$ cat src/rtl/decode_pkg.sv
// Shared field positions, constants and hazard-tracker state encoding for the decode stage.
// Latency: n/a (definitions only).
// Backpressure: n/a.
package decode_pkg;

  // Instruction class field and the load/store class code
  localparam int CLASS_MSB = 27;
  localparam int CLASS_LSB = 25;
  localparam logic [2:0] CLASS_LDST = 3'b010;

  // Load/store L bit (1 = load)
  localparam int L_BIT = 20;

  // Register fields
  localparam int RN_MSB = 19;
  localparam int RN_LSB = 16;
  localparam int RD_MSB = 15;
  localparam int RD_LSB = 12;
  localparam int RM_MSB = 3;
  localparam int RM_LSB = 0;

  // Load-use hazard tracker states
  typedef enum logic {
    ST_IDLE      = 1'b0,
    ST_LOAD_PEND = 1'b1
  } hz_state_t;

endpackage

$ cat src/rtl/regfile_2r1w.sv
// Two-read/one-write register file with PC substitution and write-first bypass.
// Latency: reads combinational, write lands on the rising edge.
// Backpressure: none; a write is taken whenever wr_en is high.
module regfile_2r1w #(
  parameter int DATA_W    = 32,
  parameter int NREG      = 16,
  parameter int ADDR_W    = 4,
  parameter int PC_IDX    = 15,
  parameter int PC_OFFSET = 8
) (
  input  logic              clk_i,
  input  logic [DATA_W-1:0] pc_i,
  input  logic [ADDR_W-1:0] rd1_idx,
  input  logic [ADDR_W-1:0] rd2_idx,
  output logic [DATA_W-1:0] rd1_dat,
  output logic [DATA_W-1:0] rd2_dat,
  input  logic              wr_en,
  input  logic [ADDR_W-1:0] wr_addr,
  input  logic [DATA_W-1:0] wr_dat
);

  logic [DATA_W-1:0] mem [NREG];
  logic [DATA_W-1:0] pc_rd;

  // PC reads see the pipelined PC value, not the fetch address
  assign pc_rd = pc_i + DATA_W'(PC_OFFSET);

  // Store writes; the PC slot and out-of-range indices have no storage
  always_ff @(posedge clk_i) begin
    if (wr_en && (wr_addr != ADDR_W'(PC_IDX)) && (int'(wr_addr) < NREG)) begin
      mem[wr_addr] <= wr_dat;
    end
  end

  // Read port 1: PC, then same-cycle writeback, then storage
  always_comb begin
    rd1_dat = '0;
    if (rd1_idx == ADDR_W'(PC_IDX)) begin
      rd1_dat = pc_rd;
    end else if (wr_en && (wr_addr == rd1_idx)) begin
      rd1_dat = wr_dat;
    end else if (int'(rd1_idx) < NREG) begin
      rd1_dat = mem[rd1_idx];
    end
  end

  // Read port 2: same priority as port 1
  always_comb begin
    rd2_dat = '0;
    if (rd2_idx == ADDR_W'(PC_IDX)) begin
      rd2_dat = pc_rd;
    end else if (wr_en && (wr_addr == rd2_idx)) begin
      rd2_dat = wr_dat;
    end else if (int'(rd2_idx) < NREG) begin
      rd2_dat = mem[rd2_idx];
    end
  end

endmodule

$ cat src/rtl/decode_stage_pr.sv
// Decode stage: field decode, operand read, load-use hazard tracking, execute-stage pipeline register.
// Latency: one cycle from decode inputs to registered outputs; stall_o and flush_o are combinational.
// Backpressure: stall_i freezes all output registers and the hazard counter; hazards raise stall_o and insert bubbles.
module decode_stage_pr #(
  parameter int DATA_W          = 32,
  parameter int NREG            = 16,
  parameter int ADDR_W          = 4,
  parameter int PC_IDX          = 15,
  parameter int PC_OFFSET       = 8,
  parameter int LOAD_USE_STALLS = 1,
  parameter int CNT_W           = 2
) (
  input  logic              clk_i,
  input  logic              reset_i,
  input  logic [DATA_W-1:0] pc_i,
  input  logic [31:0]       inst_i,
  input  logic              valid_i,
  input  logic              flush_i,
  input  logic              stall_i,
  input  logic [DATA_W-1:0] wb_data_i,
  input  logic [ADDR_W-1:0] wb_addr_i,
  input  logic              wb_en_i,
  output logic              valid_o,
  output logic [31:0]       inst_o,
  output logic [DATA_W-1:0] pc_o,
  output logic [DATA_W-1:0] r1_o,
  output logic [DATA_W-1:0] r2_o,
  output logic [ADDR_W-1:0] r1_addr_o,
  output logic [ADDR_W-1:0] r2_addr_o,
  output logic [ADDR_W-1:0] rd_addr_o,
  output logic              is_load_o,
  output logic              stall_o,
  output logic              flush_o
);
  import decode_pkg::*;

  logic [2:0]        cls;
  logic              is_ldst;
  logic              is_ld;
  logic [ADDR_W-1:0] rn_idx;
  logic [ADDR_W-1:0] rd_idx;
  logic [ADDR_W-1:0] rm_idx;
  logic [ADDR_W-1:0] r1_idx;
  logic [ADDR_W-1:0] r2_idx;
  logic [DATA_W-1:0] r1_dat;
  logic [DATA_W-1:0] r2_dat;

  hz_state_t         state;
  logic [ADDR_W-1:0] ld_rd;
  logic [CNT_W-1:0]  cnt;
  logic              hazard;
  logic              issue_ld;

  assign cls     = inst_i[CLASS_MSB:CLASS_LSB];
  assign is_ldst = (cls == CLASS_LDST);
  assign is_ld   = is_ldst & inst_i[L_BIT];
  assign rn_idx  = ADDR_W'(inst_i[RN_MSB:RN_LSB]);
  assign rd_idx  = ADDR_W'(inst_i[RD_MSB:RD_LSB]);
  assign rm_idx  = ADDR_W'(inst_i[RM_MSB:RM_LSB]);

  // Load/store reads its data register through port 1; ALU ops read rm there
  assign r1_idx = is_ldst ? rd_idx : rm_idx;
  assign r2_idx = rn_idx;

  regfile_2r1w #(
    .DATA_W   (DATA_W),
    .NREG     (NREG),
    .ADDR_W   (ADDR_W),
    .PC_IDX   (PC_IDX),
    .PC_OFFSET(PC_OFFSET)
  ) u_regfile (
    .clk_i  (clk_i),
    .pc_i   (pc_i),
    .rd1_idx(r1_idx),
    .rd2_idx(r2_idx),
    .rd1_dat(r1_dat),
    .rd2_dat(r2_dat),
    .wr_en  (wb_en_i),
    .wr_addr(wb_addr_i),
    .wr_dat (wb_data_i)
  );

  // A PC destination never blocks: PC reads are substituted, not forwarded from the load
  assign hazard = (state == ST_LOAD_PEND) && valid_i &&
                  ((r1_idx == ld_rd) || (r2_idx == ld_rd)) &&
                  (ld_rd != ADDR_W'(PC_IDX));
  assign issue_ld = ~hazard & valid_i & is_ld;

  assign stall_o = stall_i | (hazard & ~flush_i);
  assign flush_o = flush_i;

  // Hazard tracker: arm on an issuing load, count down unstalled cycles, re-arm on back-to-back loads
  always_ff @(posedge clk_i or posedge reset_i) begin
    if (reset_i) begin
      state <= ST_IDLE;
      ld_rd <= '0;
      cnt   <= '0;
    end else if (flush_i) begin
      state <= ST_IDLE;
      cnt   <= '0;
    end else if (!stall_i) begin
      if (issue_ld) begin
        state <= ST_LOAD_PEND;
        ld_rd <= rd_idx;
        cnt   <= CNT_W'(LOAD_USE_STALLS);
      end else if (state == ST_LOAD_PEND) begin
        if (cnt <= CNT_W'(1)) begin
          state <= ST_IDLE;
          cnt   <= '0;
        end else begin
          cnt <= cnt - CNT_W'(1);
        end
      end
    end
  end

  // Execute-stage pipeline register: flush kills, stall holds, hazard bubbles, otherwise advance
  always_ff @(posedge clk_i or posedge reset_i) begin
    if (reset_i) begin
      valid_o   <= 1'b0;
      inst_o    <= '0;
      pc_o      <= '0;
      r1_o      <= '0;
      r2_o      <= '0;
      r1_addr_o <= '0;
      r2_addr_o <= '0;
      rd_addr_o <= '0;
      is_load_o <= 1'b0;
    end else if (flush_i) begin
      valid_o <= 1'b0;
    end else if (!stall_i) begin
      valid_o   <= hazard ? 1'b0 : valid_i;
      inst_o    <= inst_i;
      pc_o      <= pc_i;
      r1_o      <= r1_dat;
      r2_o      <= r2_dat;
      r1_addr_o <= r1_idx;
      r2_addr_o <= r2_idx;
      rd_addr_o <= rd_idx;
      is_load_o <= is_ld;
    end
  end

endmodule

$ cat config.mk
export PLATFORM = sky130hd
export DESIGN_NAME = decode_stage_pr
export DESIGN_NICKNAME = d
export VERILOG_FILES = /design/src/rtl/decode_pkg.sv /design/src/rtl/regfile_2r1w.sv /design/src/rtl/decode_stage_pr.sv
export SDC_FILE = /design/constraint.sdc
export NUM_CORES = 1
export LEC_CHECK = 0
export CAP_MARGIN = 20
export CORE_AREA = 4 4 307 309
export CTS_CLUSTER_DIAMETER = 80
export DETAILED_ROUTE_END_ITERATION = 12
export DIE_AREA = 0 0 311 313
export HOLD_SLACK_MARGIN = 0.12
export PLACE_DENSITY_LB_ADDON = 0.2
export SLEW_MARGIN = 20
export SYNTH_ARGS = -nofsm -noshare
export SYNTH_HDL_FRONTEND = slang
export SYNTH_SLANG_ARGS = --single-unit
$ cat constraint.sdc
create_clock -name clk_i -period 4.9 [get_ports clk_i]
set_clock_uncertainty 0.15 [all_clocks]
set_input_delay 0.98 -clock clk_i [delete_from_list [all_inputs] [get_ports clk_i]]
set_output_delay 0.98 -clock clk_i [all_outputs]
set_load 0.005 [all_outputs]
Yosys cells after proc, flatten, opt, wreduce, memory -nomap -nowiden. Memory sizes are Yosys's and may differ from the RTL's. Cells that the tools add are included.

Multiplexer cells: 20. Bitwise logic cells: 8. Add/sub/neg operators: 2. Equal/unequal tests: 10. Reductions and logical operators: 11. Magnitude comparators: 1.

Operator list (count): 32-bit two-way mux (4); 32-bit by 4-bit adder with 32-bit output, second input constant (1); 4-bit == test (4); 1-bit two-way mux (10); 2-bit two-way mux (5); 4-bit == test, second input constant (2); 4-bit != test, second input constant (2); 1-bit logical AND (6); 1-bit bitwise AND (4); 4-bit two-way mux (1); 2-bit AND reduction (2); 3-bit by 2-bit == test with 1-bit output, second input constant (1); 1-bit NOT (3); 3-bit AND reduction (1); 3-bit nonzero test (1); 2-bit by 1-bit less-or-equal comparator with 1-bit output, second input constant (1); 2-bit != test, second input constant (1); 2-bit by 1-bit subtractor with 2-bit output, second input constant (1); 1-bit logical OR (1); 1-bit OR (1).

Input bits: 106. Bits in registers: 149. Word-level logic and storage cells: 65. Memories kept: 1. RAM bits: 512.

Memory list: u_regfile.mem (depth 16, width 32, rd ports 2, clocked after memory_dff 0, wr ports 1, RTL line regfile_2r1w.sv:22) `logic [DATA_W-1:0] mem [NREG];`.

Logic depth before layout (Yosys ltp).
Word-level depth: 12. Gate-level depth with buffers: 12.

By module. Synthesis repeated with hierarchy kept, for this count alone.

Cells, all modules: 1729. Area total of the unflattened synthesis: 30864.6 um^2.

By module, submodules not included: regfile_2r1w (cells each 1370, area each 25324.3 um^2, instances 1); decode_stage_pr (cells each 359, area each 5540.3 um^2, instances 1).

Least setup slack after synthesis. No wires, ideal clock.

Kind: input-to-reg. From: in wb_addr_i[2]. To: mem u_regfile.mem[0][0], enable pin. Setup slack: 0.408 ns. Stages: 3. Buffers on the path: 1. Setup time: 0.461 ns. Arrival time: 3.881 ns. Cells stage by stage: clkbuf_1 > or3b_2 > nor3_1.

Cells in the longest elaborated chain, start to end: 4.

RTL lines: start: declaration (RTL line decode_stage_pr.sv:21) `input logic [ADDR_W-1:0] wb_addr_i,`; 4-bit != test (RTL line regfile_2r1w.sv:30) `if (wr_en && (wr_addr != ADDR_W'(PC_IDX)) && (int'(wr_addr) < NREG)) begin`; 1-bit logical AND (RTL line regfile_2r1w.sv:30); 1-bit two-way mux (RTL line regfile_2r1w.sv:30); 1-bit two-way mux (not written as such) (RTL line regfile_2r1w.sv:31) `mem[wr_addr] <= wr_dat;`; end: declaration (RTL line regfile_2r1w.sv:22).

Several ways; a longest one is shown, not always the timed one.

Worst setup path after layout.
From: in inst_i[26]. To: out stall_o.

Cells in the longest elaborated chain, start to end: 8.

RTL lines: start: declaration (RTL line decode_stage_pr.sv:16) `input logic [31:0] inst_i,`; 3-bit by 2-bit == test with 1-bit output (RTL line decode_stage_pr.sv:55) `assign is_ldst = (cls == CLASS_LDST);`; 4-bit two-way mux (RTL line decode_stage_pr.sv:62) `assign r1_idx = is_ldst ? rd_idx : rm_idx;`; 4-bit == test (RTL line decode_stage_pr.sv:85) `((r1_idx == ld_rd) || (r2_idx == ld_rd)) &&`; 1-bit logical OR (RTL line decode_stage_pr.sv:85); 1-bit logical AND (RTL line decode_stage_pr.sv:84) `assign hazard = (state == ST_LOAD_PEND) && valid_i &&`; 1-bit logical AND (RTL line decode_stage_pr.sv:85); 1-bit bitwise AND (RTL line decode_stage_pr.sv:89) `assign stall_o = stall_i | (hazard & ~flush_i);`; 1-bit OR (RTL line decode_stage_pr.sv:89); end: declaration (RTL line decode_stage_pr.sv:32) `output logic stall_o,`.

No other way between the ends.

==> summary.md <==
| Metric | Value |
|---|---|
| Most frequent cells in the layout | edfxtp_1, nand2_1, clkdlybuf4s50_1 |
| Number of global-route vias before repair | 23,900 |
| Syn Std Cell Area | 31,900 um2 |
| Cell Rows | 111 |
| Reg2Reg Depth | 6 |
| Critical path depth in cells | 9 |
| Total wire length | 115 mm |
| Status | completed |
| DR WL/cell | 28.5 um |
| Yosys reg bits | 653 |
| Final cell count without fillers | 4,024 |
| Endpoints failing hold | 0 |
| Worst IR Drop VDD | 0.177 mV |
| Critical Path Sink | stall_o |
| Post-DP HPWL | 72.0 mm |
| First drt pass iteration count | 5 |
| Synth Flop Type | edfxtp_1 |
| Share of flip-flops with an asynchronous set or reset | 21.6% |
| WP data arrival | 3.64 ns |
| Die W | 311 um |
| Total power | 14.3 mW |
| Setup crit end kind | output port |
| Vias | 23,600 |
| Crit path launch type | primary input |
| Post-Place Cells | 3,879 |
| Internal Power | 10.6 mW |
| Antenna violations before repair | 8 |
| Final ANT Viol Nets | 0 |
| Critical R2R Capture | r2_o[24] |
| Placed inst area | 36,200 um2 |
| Max-slew violation count | 0 |
| Total CTS buffers | 75 |
| DP Worst Slack | 0.136 ns |
| Number of distinct library cells after synthesis | 70 |
| P&R area growth vs syn | 21.7% |
| Rel. slew slack | 34.0% |
| Via density | 5.87 |
| Initial cell density of the core | 34.9% |
| Ys Warns | 0 |
| Post-route cell area | 38,800 um2 |
| Final WS setup | 0.132 ns |
| DR DRC count | 0 |
| HP Class | reg -> reg |
| RSZ-0062 raised after global routing | no |
| Iter 0 DRT Violations | 2,474 |
| Worst skew pair latency | 0.62 ns |
| Largest stage delay on the critical path | 0.54 ns |
| Seq/Total Area, Yosys | 59.3% |
| Nets | 2,877 |
| Avg Cell Area, Syn | 12.6 um2 |
| Leak | 13.8 nW |
| Part of the power in registers | 45.4% |
| RePlAce Congestion | 0.848 |
| Required @ worst endpoint | 3.77 ns |
| Critical path fanouts, max | 6 |
| Logic gate share of total power | 13.9% |
| # clock sinks | 653 |
| CTS tree | built |
| Synth Instances | 2,521 |
| Switching Fraction | 25.7% |
| Crit-path cells | clkdlybuf4s50_1, buf_4, nor3b_2, mux2i_4, xnor2_1, o41ai_4, nand2_1, o21bai_1, clkdlybuf4s50_1 |
| Total Die Area | 97,300 um2 |
| Root buffer cell | clkbuf_16 |
| Final period util | 97.3% |
| Fmax | 210 MHz |
| GRT Util Overall | 22.9% |
| CTS max path bufs | 3 |
| # fillers | 8,404 |
| PD cells | 368 nW/um2 |
| Crit path time final | 4.77 ns |
| Family with the most delay on the worst path | buffers and inverters |
| Chip Height | 313 um |
| FF-to-FF Start | u_regfile.mem[5][24] |
| Final setup violation count | 0 |
| Critical path class | in -> out |
| Setup_tns | 0 ns |
| Commonest non-fill, non-tap cell in the layout | edfxtp_1 |
| I/O pin count | 250 |
| Worst setup startpoint | inst_i[26] |
| Buf/Inv on CP | 3 |
| Post-synth EDFFs | 512 |
| First-pass GRT wire length | 166 mm |
| Worst R2R Setup Slack | 2.45 ns |
| Pin count of the biggest net entering global routing | 128 |
| Most common cell on crit path | clkdlybuf4s50_1 |
| Cts hold-fix bufs | 0 |
| Worst-Margin Slew | 0.986 ns |
| Clock slew at reported path FFs | 0.06 ns |
| Port-buffer cells | 249 |
| Share of layout cells above drive strength 1 | 14.6% |
| Max-Cap Viols | 0 |
| Sw Pwr | 3.67 mW |
| CP max stage cell | clkdlybuf4s50_1 |
| Post-cts sizing count | 0 |
| Clock Power Share | 40.7% |
| H-tree depth | 3 |
| Core area | 91,400 um2 |
| Post-CTS Setup Bufs | 0 |
| Total grt overflow | 0 |
## worst min path at each step
stage / startpoint / to / slack [ns] / depth (start not counted)
after floorplan: inst_o[10] / inst_o[10] / 0.32 / 2
final: pc_o[9] / pc_o[9] / 0.33 / 2
after global placement: inst_o[21] / inst_o[21] / 0.31 / 2
after detailed placement: pc_o[19] / pc_o[19] / 0.32 / 2
after CTS: inst_o[10] / inst_o[10] / 0.33 / 2
after global routing: inst_o[31] / inst_o[31] / 0.35 / 2
## power groups by stage
stage                     Sequential, mW  Combinational (mW)  Clock (mW)
after floorplan                     6.51               0.969           0
after global placement              6.58                1.96           0
after detailed placement            6.59                1.97           0
after CTS                           6.48                1.98        5.93
after global routing                6.51                2.12        6.15
final                               6.48                1.98        5.81
## worst register-to-register path: cells and delay by family, from the launching register on
family,cells,cell delay [ns]
compound gates,4,1.14
mux,1,0.47
flops,1,0.41
simple gates,1,0.14
## area by class of cell
cell class | instances | area, um2 | share of cell area, %
Sequential cell | 653 | 18900 | 48.7
Multi-Input combinational cell | 1661 | 12300 | 31.7
Timing Repair Buffer | 353 | 3440 | 8.88
Clock buffer | 99 | 2130 | 5.50
Tap cell | 1186 | 1480 | 3.83
Clock inverter | 41 | 418 | 1.08
Inverter | 26 | 101 | 0.261
Antenna cell | 5 | 12.5 | 0.0323
## cell families after synthesis
| group | Yosys count | share of synthesized area [%] |
|---|---|---|
| simple gates | 824 | 11.5 |
| flops | 653 | 59.3 |
| compound gates | 440 | 9.57 |
| mux | 322 | 15.2 |
| buf+inv | 238 | 3.17 |
| xor+xnor | 42 | 1.15 |
| fa+ha+maj | 1 | 0.0393 |
| other cells | 1 | 0.0118 |
## sequential cells by signal (all words and copies together) (netlist names)
name	cells
pc_o	32
r1_o	32
r2_o	32
is_load_o	1
cnt	2
valid_o	1
state	1
ld_rd	4
r1_addr_o	4
inst_o	32
u_regfile.mem	512
## synthesized netlist by cell type (5+ instances only)
cell | instances | area [um2]
and2_1 | 17 | 106
dfrtp_1 | 141 | 3530
mux2i_1 | 174 | 1740
mux2_1 | 6 | 67.6
a32oi_1 | 11 | 96.3
nand2_1 | 507 | 1900
inv_1 | 26 | 97.6
o21ai_0 | 49 | 245
o31ai_1 | 7 | 52.6
edfxtp_1 | 512 | 15400
a21oi_1 | 53 | 265
clkbuf_1 | 134 | 503
buf_1 | 19 | 71.3
nor4_1 | 8 | 50.1
mux4_2 | 128 | 2880
nor2b_1 | 42 | 263
buf_2 | 46 | 230
a31oi_1 | 61 | 382
xor2_1 | 26 | 228
o2111ai_1 | 22 | 193
mux2_2 | 14 | 158
buf_4 | 10 | 75.1
o211ai_1 | 5 | 37.5
nor3_1 | 9 | 45.0
and4_1 | 5 | 43.8
nand3_1 | 110 | 551
xnor2_1 | 16 | 140
o221ai_1 | 27 | 236
o21ai_1 | 24 | 120
nand4_1 | 34 | 213
a211oi_1 | 119 | 893
nor2_1 | 52 | 195
nand2b_1 | 13 | 81.3
o22ai_1 | 15 | 93.8
a221oi_1 | 9 | 78.8
and3_1 | 7 | 43.8
## layer usage
metal  GRT usage [%]  wire (um)
met1            30.4      47000
met2            38.0      54500
met3            4.09       9450
met4            8.12       3640
met5               0         13
## through the flow
stage	hold WS [ns]	utilization [%]
global placement	0.306	39.6
finish	0.325	42.4
detailed placement	0.315	39.6
CTS	0.329	42.4
floorplan	0.320	-
global route	0.347	42.4
No activity file was read; power rests on OpenSTA's default activity.
